[src/rtl/zinde_pkg.sv]
// Shared definitions for the boot loader: FSM state encoding and the default
// stream terminator byte.
package zinde_pkg;

   typedef enum logic [1:0] {
      ST_IDLE = 2'd0,
      ST_LOAD = 2'd1,
      ST_RUN  = 2'd2,
      ST_ERR  = 2'd3
   } state_e;

   localparam logic [7:0] END_BYTE_DEFAULT = 8'hFF;

endpackage

[src/rtl/boot_ctrl.sv]
// Boot loader: streams program bytes into a shared 256-byte RAM, then hands the
// RAM port to the CPU and releases it from hold.
module boot_ctrl
   import zinde_pkg::*;
#(
   parameter logic [7:0] END_BYTE = END_BYTE_DEFAULT
) (
   input  logic       clkn,
   input  logic       rstn,
   input  logic       start,
   input  logic [7:0] base_adr,
   input  logic       s_valid,
   input  logic [7:0] s_data,
   output logic       s_ready,
   input  logic [7:0] cpu_adr,
   input  logic [7:0] cpu_data,
   input  logic       cpu_we,
   output logic [7:0] mem_adr,
   output logic [7:0] mem_data,
   output logic       mem_we,
   output logic       sel,
   output logic       cpu_run,
   output logic       busy,
   output logic       done,
   output logic       err,
   output logic [7:0] byte_cnt
);

   state_e     state_q, state_d;
   logic [7:0] ptr_q, ptr_d;
   logic [7:0] cnt_q, cnt_d;
   logic [7:0] wr_adr_q, wr_adr_d;
   logic [7:0] wr_data_q, wr_data_d;
   logic       wr_vld_q, wr_vld_d;
   logic       done_q, done_d;

   always_ff @(posedge clkn or negedge rstn) begin
      if (!rstn) begin
         state_q   <= ST_IDLE;
         ptr_q     <= '0;
         cnt_q     <= '0;
         wr_adr_q  <= '0;
         wr_data_q <= '0;
         wr_vld_q  <= 1'b0;
         done_q    <= 1'b0;
      end else begin
         state_q   <= state_d;
         ptr_q     <= ptr_d;
         cnt_q     <= cnt_d;
         wr_adr_q  <= wr_adr_d;
         wr_data_q <= wr_data_d;
         wr_vld_q  <= wr_vld_d;
         done_q    <= done_d;
      end
   end

   always_comb begin
      state_d   = state_q;
      ptr_d     = ptr_q;
      cnt_d     = cnt_q;
      wr_adr_d  = wr_adr_q;
      wr_data_d = wr_data_q;
      wr_vld_d  = 1'b0;
      done_d    = 1'b0;
      case (state_q)
         ST_IDLE, ST_RUN, ST_ERR: begin
            if (start) begin
               state_d = ST_LOAD;
               ptr_d   = base_adr;
               cnt_d   = '0;
            end
         end
         ST_LOAD: begin
            // s_ready is constant 1 here, so s_valid alone marks a handshake
            if (s_valid) begin
               if (s_data == END_BYTE) begin
                  state_d = ST_RUN;
                  done_d  = 1'b1;
               end else begin
                  wr_vld_d  = 1'b1;
                  wr_adr_d  = ptr_q;
                  wr_data_d = s_data;
                  ptr_d     = ptr_q + 8'd1;
                  cnt_d     = cnt_q + 8'd1;
                  if (ptr_q == 8'hFF) state_d = ST_ERR;
               end
            end
         end
         default: state_d = ST_IDLE;
      endcase
   end

   // Outside RUN the RAM port follows the write register only; the final
   // write to 0xFF therefore still lands during the first ERR cycle.
   always_comb begin
      sel      = 1'b1;
      cpu_run  = 1'b0;
      s_ready  = 1'b0;
      busy     = 1'b0;
      err      = 1'b0;
      mem_adr  = wr_adr_q;
      mem_data = wr_data_q;
      mem_we   = wr_vld_q;
      case (state_q)
         ST_LOAD: begin
            s_ready = 1'b1;
            busy    = 1'b1;
         end
         ST_RUN: begin
            sel      = 1'b0;
            cpu_run  = 1'b1;
            mem_adr  = cpu_adr;
            mem_data = cpu_data;
            mem_we   = cpu_we;
         end
         ST_ERR:  err = 1'b1;
         default: ;
      endcase
   end

   assign done     = done_q;
   assign byte_cnt = cnt_q;

endmodule

[config.mk]
export PLATFORM = sky130hd
export DESIGN_NAME = boot_ctrl
export DESIGN_NICKNAME = d
export VERILOG_FILES = /design/src/rtl/zinde_pkg.sv /design/src/rtl/boot_ctrl.sv
export SDC_FILE = /design/constraint.sdc
export NUM_CORES = 1
export LEC_CHECK = 0
export CAP_MARGIN = 15
export CORE_MARGIN = 1
export CORE_UTILIZATION = 44
export DETAILED_ROUTE_END_ITERATION = 8
export PLACE_DENSITY_LB_ADDON = 0.3
export SETUP_SLACK_MARGIN = 0.05
export SYNTH_ARGS = -nofsm -noshare
export SYNTH_HDL_FRONTEND = slang
export SYNTH_SLANG_ARGS = --single-unit
[constraint.sdc]
create_clock -name clkn -period 2.39 [get_ports clkn]
set_input_delay 0.717 -clock clkn [delete_from_list [all_inputs] [get_ports clkn]]
set_output_delay 0.717 -clock clkn [all_outputs]
set_load 0.02 [all_outputs]
Word-level counts from Yosys, hierarchy flattened
Index checks and enable logic that the tools add are counted.

storage, ports and cells
  bits in writable memories = 0
  memory bits (read-only) = 0
  bits in latches = 0
  flip-flop bits (word level) = 36
  memories kept = 0
  word-level logic and storage cells = 50

operators by class
  div/mod/pow operators = 0
  $mul = 0
  muxes and demuxes = 26
  reduce and logical (&&, ||, !) cells = 5
  add/sub/neg operators = 2
  equal/unequal tests = 9
  shift operators = 0
  order comparisons = 0
  bitwise operators = 1

operators with widths
  kind                                                 number
  2-to-1 mux 8 bit                                     8
  one-hot mux 8 bit (2 select lines)                   2
  adder 8 x 1 -> 8 bit, second input constant          2
  equality test 8 bit, second input constant           2
  2-to-1 mux 1 bit                                     11
  AND reduction 3 bit                                  3
  2-to-1 mux 2 bit                                     4
  != test 2 bit, second input constant                 3
  equality test 2 bit, second input constant           2
  one-hot mux 2 bit (2 select lines)                   1
  != test 3 bit, second input constant                 1
  OR reduction 3 bit                                   1
  equality test 2 x 1 -> 1 bit, second input constant  1
  logical NOT 2 bit                                    1
  NOT 1 bit                                            1

Depth between registers and ports, before layout
Gate-level depths: netlist of run 1.

  word-level depth = 5
  depth in mapped cells = 6
  depth with buffers taken out = 5

Least setup slack after synthesis of run 1
No wires, ideal clock.

  path kind = register to output
  start = reg state_q[0]
  end = out mem_adr[0]
  setup slack = 271 ps
  data arrival time = 1402 ps
  buffers on the path = 1
  cell stages (with the launch flop) = 4
  cells stage by stage = dfrtp_1 -> nor2_2 -> buf_4 -> mux2_2

between the ends
  word-level cells in the longest chain between the ends = 2

ends and longest elaborated chain
  element                 RTL line          text
  from (decl)             boot_ctrl.sv:29   state_e state_q, state_d;
  from (signal assigned)  boot_ctrl.sv:47   state_q <= state_d;
  equality test 2 bit     boot_ctrl.sv:104  case (state_q)
  2-to-1 mux 8 bit        boot_ctrl.sv:104
  to (decl)               boot_ctrl.sv:18   output logic [7:0] mem_adr,

Every way passes these cells.

Worst setup path after layout of run 1
  start = in cpu_data[3]
  end = out mem_data[3]

between the ends
  word-level cells in the longest chain between the ends = 1

ends and longest elaborated chain
  element           RTL line          text
  from (decl)       boot_ctrl.sv:16   input logic [7:0] cpu_data,
  2-to-1 mux 8 bit  boot_ctrl.sv:104
  to (decl)         boot_ctrl.sv:19   output logic [7:0] mem_data,

Every way passes these cells.

==> reports/qor.yml, run 1 <==
synth:
  ys_seq_elements: 36
  synth.area.top_cells: "dfrtp_1 48%, nand2_1 12%, mux2_2 10%"
  synthFlopType: "dfrtp_1"
  synth_area_um2: 1878
  ys_warn_count: 0
  synthCells: 191
  netlist.top_cell.by_area: "dfrtp_1"
  syn_nets: 230
  yosysTopAreaCellShare: 0.4797
  avgSynthCellArea_um2: 9.833
  yosysUniqueCellTypes: 40
  synth-edff-count: 0
  synthArstFlopShare: 1.000
  yosysSeqAreaShare: 0.4797
timing:
  clock.fmax_ghz: 0.4420
  tns_ps: 0
  finalSetupViolCount: 0
  worst_pin_slew_ps: 496.0
  whs_ps: 387.6
  clock-skew-final_ps: 7.153
  drv_slew: 0
  finalHoldViolations: 0
  rsz0062_at_grt: "no"
  slew_headroom: 0.6694
  min_period_ps: 2262
  fin_crit_sh: 0.9465
outcome:
  status: "finished, final reports clean"
final_layout:
  layout.cells.most_common: "nand2_1"
  num-nets-final: 311
  fillerInstances: 337
  layoutNonFillerInstCount: 322
  n_antenna_cell: 0
  layout_common_cells: "58 x nand2_1, 45 x clkdlybuf4s50_1, 36 x dfrtp_1, 17 x mux2_2, 17 x buf_2"
  areaGrowthSynthToFinish_pct: 41.97
  drive_above_1_share: 0.2426
die:
  core-area_um2: 4058
  die_w_um: 67.33
  die_area_um2: 4533
  die_y_um: 67.33
  start_util: 0.4628
  rows: 23
  ios: 68
route:
  antenna_left: 0
  drt-initial-drc-count: 108
  viasPerCell: 5.366
  dr.pass1.iters: 4
  wl_per_cell_um: 14.41
  totalWireLength_mm: 4.640
  drc: 0
  vias: 1728
clocking:
  cts.path.max_buffers: 2
  cts_tree: "done"
  cts_hold_buf: 0
  htreeDepth: 2
  cts_root_buffer: "clkbuf_8"
  clk_latency_ps: 290
  postCtsSetupBuffers: 0
  cts.sinks: 36
  clkTransAtPathRegs_ps: 60
  cts_buffers: 5
worst_setup_path:
  worstPathArrival_ps: 1550
  crit_required_ps: 1670
  crit_fanout: 1
  criticalPathCategory: "input port to primary output"
  start_kind: "input port"
  critical_path.endpoint_type: "primary output"
global_route:
  overflow: 0
  grtUsageTotal: 0.2256
  antenna_found_initial: 0
  grt_max_degree: 22
  grt_pass1_vias: 1631
  grt_pass1_wl_mm: 7.486
pwr:
  seq_power_share: 0.459
  swShare: 0.3591
  p_int_w: 0.001343
  p_switching_w: 0.0007524
  p_leak_nw: 1.252
  fin_total_pwr_w: 0.002095
  power.density_nw_per_um2: 785.7
  pwr-share-clk: 0.190
  peakVddDrop_mv: 0.5798
  combPwrFrac: 0.351
place:
  routabilityCongestion: 0.8271
  port_buffers: 67
  dp_hpwl_mm: 3.525
  dp_cells: 315
flow_run:
  cap_viol_max_count: 0
min_path:
  hold_path.class: "input port to asynchronous set/reset pin"
[timing repair]
action / 4_1_cts / 5_1_grt
gates cloned: 0 / 0
gates resized for setup: 70 / 1
endpoints found under the setup margin: 21 / 1
[critical path, stage by stage]
cell and delay (ps):
clkdlybuf4s50_1 410, mux2_2 270, clkbuf_2 150
[synthesized netlist by cell type (all sizes together), types with 2 or more instances]
| cell type | instances |
|---|---|
| and3 | 5 |
| and4 | 2 |
| inv | 6 |
| nand2 | 58 |
| o211ai | 3 |
| o311ai | 3 |
| mux2 | 17 |
| nand4 | 6 |
| ha | 2 |
| nor2 | 7 |
| and2 | 2 |
| mux2i | 2 |
| dfrtp | 36 |
| o22a | 2 |
| clkbuf | 2 |
| nand3 | 6 |
| a211o | 3 |
| buf | 7 |
| nor3 | 5 |
| o21ai | 4 |
| o22ai | 2 |
[layout make-up]
class | count | area, um2 | area share
Clock inverter | 1 | 5.005 | 0.001877
Tap cell | 50 | 62.56 | 0.02346
Timing Repair Buffer | 83 | 708.2 | 0.2656
Clock buffer | 6 | 72.57 | 0.02722
Multi-Input combinational cell | 140 | 892.1 | 0.3346
Inverter | 6 | 25.02 | 0.009385
Sequential cell | 36 | 900.9 | 0.3379
[registers in the layout (all words and copies together) (netlist names)]
name and cells:
state_q 2, wr_vld_q 1, wr_data_q 8, wr_adr_q 8, ptr_q 8, byte_cnt 8
done 1
[metrics by stage]
step / setup WS [ps] / utilization / instance area (um2)
floorplan: 271.3 / - / 1878
global placement: -228.9 / 0.6602 / 2679
detailed placement: -259.0 / 0.6602 / 2679
CTS: -10.66 / 0.6583 / 2671
global route: 54.57 / 0.6571 / 2666
finish: 127.8 / 0.6571 / 2666
[worst paths after layout]
check	start	endpoint	slack, ps	cells after the start
max reg2reg	state_q[0]	byte_cnt[6]	850	6
max	cpu_data[3]	mem_data[3]	130	3
min in group clkn	wr_adr_q[2]	wr_adr_q[2]	470	2
min reg2reg	wr_adr_q[2]	wr_adr_q[2]	470	2
max in group asynchronous	rstn	byte_cnt[7]	1480	2
min	rstn	wr_vld_q	390	1
[power by group through the flow]
stage | clock, W | combinational, W | sequential, W
after global placement | 0 | 0.000781 | 0.000958
after floorplan | 0 | 0.000411 | 0.000969
final | 0.000398 | 0.000736 | 0.000961
after global routing | 0.000431 | 0.000804 | 0.000981
after detailed placement | 0 | 0.000804 | 0.000963
after CTS | 0.000409 | 0.000744 | 0.000956
[per-layer routing]
metal,vias up,share of wire,track usage,routed length (um)
met4,0,0.011,0.1037,52
met1,829,0.44,0.2799,2023
met3,7,0.063,0.04730,292
met5,-,0,0,0
li1,841,-,-,-
met2,51,0.49,0.3738,2272
[cells by family after synthesis]
kind of cell               count (synthesis)  synth area share
AOI/OAI and AO/OA                         26            0.1186
adders and majority gates                  2           0.01332
muxes                                     19            0.1126
and+or+nand+nor                           93            0.2305
DFF                                       36            0.4797
buffers and inverters                     15           0.04530
(Power assumes the default switching activity.)
==> run 2: changes to the inputs <==
--- a/config.mk
+++ b/config.mk
@@ -10,7 +10,7 @@
 export CORE_UTILIZATION = 44
 export DETAILED_ROUTE_END_ITERATION = 8
 export PLACE_DENSITY_LB_ADDON = 0.3
-export SETUP_SLACK_MARGIN = 0.05
+export SETUP_SLACK_MARGIN = 0.3
 export SYNTH_ARGS = -nofsm -noshare
 export SYNTH_HDL_FRONTEND = slang
 export SYNTH_SLANG_ARGS = --single-unit
==> run 2 against run 1 <==
  * Core utilization grew 6.7 points
  * Power grew 4.2%
  * Die area is the same
  * Worst hold slack gained 33 ps
==> reports/qor.yml, run 2 (synthesis gave the netlist of run 1 again) <==
place:
  dp_hpwl_mm: 3.453  # -2.1%
  port_buffers: 67  # unchanged
  detailedPlace.worstSlack_ps: -260.3  # -1.305 ps
  routabilityCongestion: 0.8019  # -3.0%
die:
  core-area_um2: 4058  # unchanged
  die_y_um: 67.33  # unchanged
  die_w_um: 67.33  # unchanged
  ios: 68  # unchanged
  die_area_um2: 4533  # unchanged
  rows: 23  # unchanged
  start_util: 0.4628  # unchanged
clocking:
  cts_tree: "done"
  clkTransAtPathRegs_ps: 60  # about the same
  cts_root_buffer: "clkbuf_8"
  cts.sinks: 36  # unchanged
  cts.path.max_buffers: 2  # unchanged
  htreeDepth: 2  # unchanged
  clk_latency_ps: 280  # about the same
  cts_hold_buf: 0  # unchanged
  cts_buffers: 5  # unchanged
global_route:
  antenna_found_initial: 0  # unchanged
  grt_pass1_wl_mm: 7.797  # +4.2%
  grt_pass1_vias: 1754  # +7.5%
  grtUsageTotal: 0.2371  # +0.01156
  overflow: 0  # unchanged
  grt_max_degree: 25  # +14%
route:
  viasPerCell: 5.329  # -0.69%
  antenna_left: 0  # unchanged
  wl_per_cell_um: 14.99  # +4.0%
  drt-initial-drc-count: 74  # -31%
  totalWireLength_mm: 5.005  # +7.9%
  vias: 1780  # +3.0%
  drc: 0  # unchanged
  dr.pass1.iters: 4  # unchanged
timing:
  drv_slew: 0  # unchanged
  min_period_ps: 2253  # -9.353 ps
  fin_crit_sh: 0.9426  # -0.003913
  clock-skew-final_ps: 4.203  # -2.950 ps
  setup_slack_ps: 137.1  # +9.353 ps
  worst_pin_slew_ps: 562.3  # +66.34 ps
  clock.fmax_ghz: 0.4439  # +0.42%
  rsz0062_at_grt: "yes"
  slew_headroom: 0.6251  # -0.04423
  finalHoldViolations: 0  # unchanged
  finalSetupViolCount: 0  # unchanged
worst_setup_path:
  worstPathArrival_ps: 1540  # about the same
  critical_path.endpoint_type: "primary output"
  crit_required_ps: 1670  # about the same
  crit_fanout: 14  # +13
  criticalPathCategory: "flip-flop to primary output"
  start_kind: "flip-flop"
final_layout:
  n_antenna_cell: 0  # unchanged
  num-nets-final: 325  # +4.5%
  drive_above_1_share: 0.2923  # +0.04961
  layout_common_cells: "58 x nand2_1, 36 x dfrtp_1, 28 x buf_4, 25 x clkdlybuf4s50_1, 18 x dlygate4sd2_1"
  areaGrowthSynthToFinish_pct: 56.50
  utilization: 0.7243  # +0.06722
  layout.cells.most_common: "nand2_1"
pwr:
  power.density_nw_per_um2: 742.6  # -5.5%
  fin_total_pwr_w: 0.002183  # +4.2%
  p_leak_nw: 1.460  # +17%
  peakVddDrop_mv: 0.5158  # -11%
min_path:
  hold_path.class: "input port to asynchronous set/reset pin"
flow_run:
  cap_viol_max_count: 0  # unchanged
outcome:
  status: "finished, final reports clean"
-- run 2: cell types whose count changed in the layout (fill, tap and decap cells not counted), moves of 2 or more --
cell,previous run,this run
buf_6,0,17
clkdlybuf4s50_1,45,25
buf_4,15,28
mux2_4,0,15
dlygate4sd2_1,4,18
buf_2,17,2
clkdlybuf4s15_2,0,2
mux2_2,17,2
dlymetal6s2s_1,0,3
-- run 2: area by class of cell --
| class | instances | area [um2] |
|---|---|---|
| inverter | 6 | 25.02 |
| timing repair buffer | 97 | 919.6 |
| multi-input combinational | 140 | 962.2 |
| tap | 50 | 62.56 |
| fill | 285 | 1119 |
| clock buffer | 5 | 68.82 |
| sequential | 36 | 900.9 |
-- run 2: worst max-delay path: stages (launching register included) --
cell	delay, ps
dfrtp_1	410
nor2_4	130
buf_12	150
buf_4	130
mux2_4	300
buf_6	140
-- run 2: report_power, final --
group          switching, W  internal (W)  total [W]
Combinational      0.000393      0.000451   0.000844
Clock              0.000189      0.000187   0.000376
Sequential         0.000183      0.000778   0.000962
Total              0.000766       0.00142    0.00218
-- run 2: metal layers --
metal	vias up	wire length, um	GRT usage
met5	-	0	0
met4	0	71	0.07979
met3	10	285	0.06757
met2	65	2559	0.4275
met1	844	2089	0.2653
li1	861	-	-
-- run 2: what timing repair did --
| action | 4_1_cts | 5_1_grt |
|---|---|---|
| pin swaps | 0 | 1 |
| gates resized for setup | 141 | 9 |
| endpoints found under the setup margin | 25 | 27 |
| setup buffers | 10 | 5 |
-- run 2: final timing paths --
check                            start            to  slack (ps)  depth (start not counted)
min                               rstn  wr_data_q[5]         420                          1
max reg2reg                 state_q[0]      ptr_q[0]         670                          7
max                         state_q[0]   mem_data[1]         140                          5
max in group asynchronous         rstn      ptr_q[4]        1440                          2
min reg2reg                wr_adr_q[7]   wr_adr_q[7]         480                          2
min in group clkn          wr_adr_q[7]   wr_adr_q[7]         480                          2
-- run 2: through the flow --
stage,cell area (um2),std cells,hold slack [ps],TNS [ps]
4_1_cts,2878,329,424.9,0
3_3_place_gp,2676,314,455.0,-3762
3_5_place_dp,2676,314,467.2,-3954
2_1_floorplan,1883,191,421.4,0
5_1_grt,2939,334,444.2,0
6_report,2939,334,420.5,0
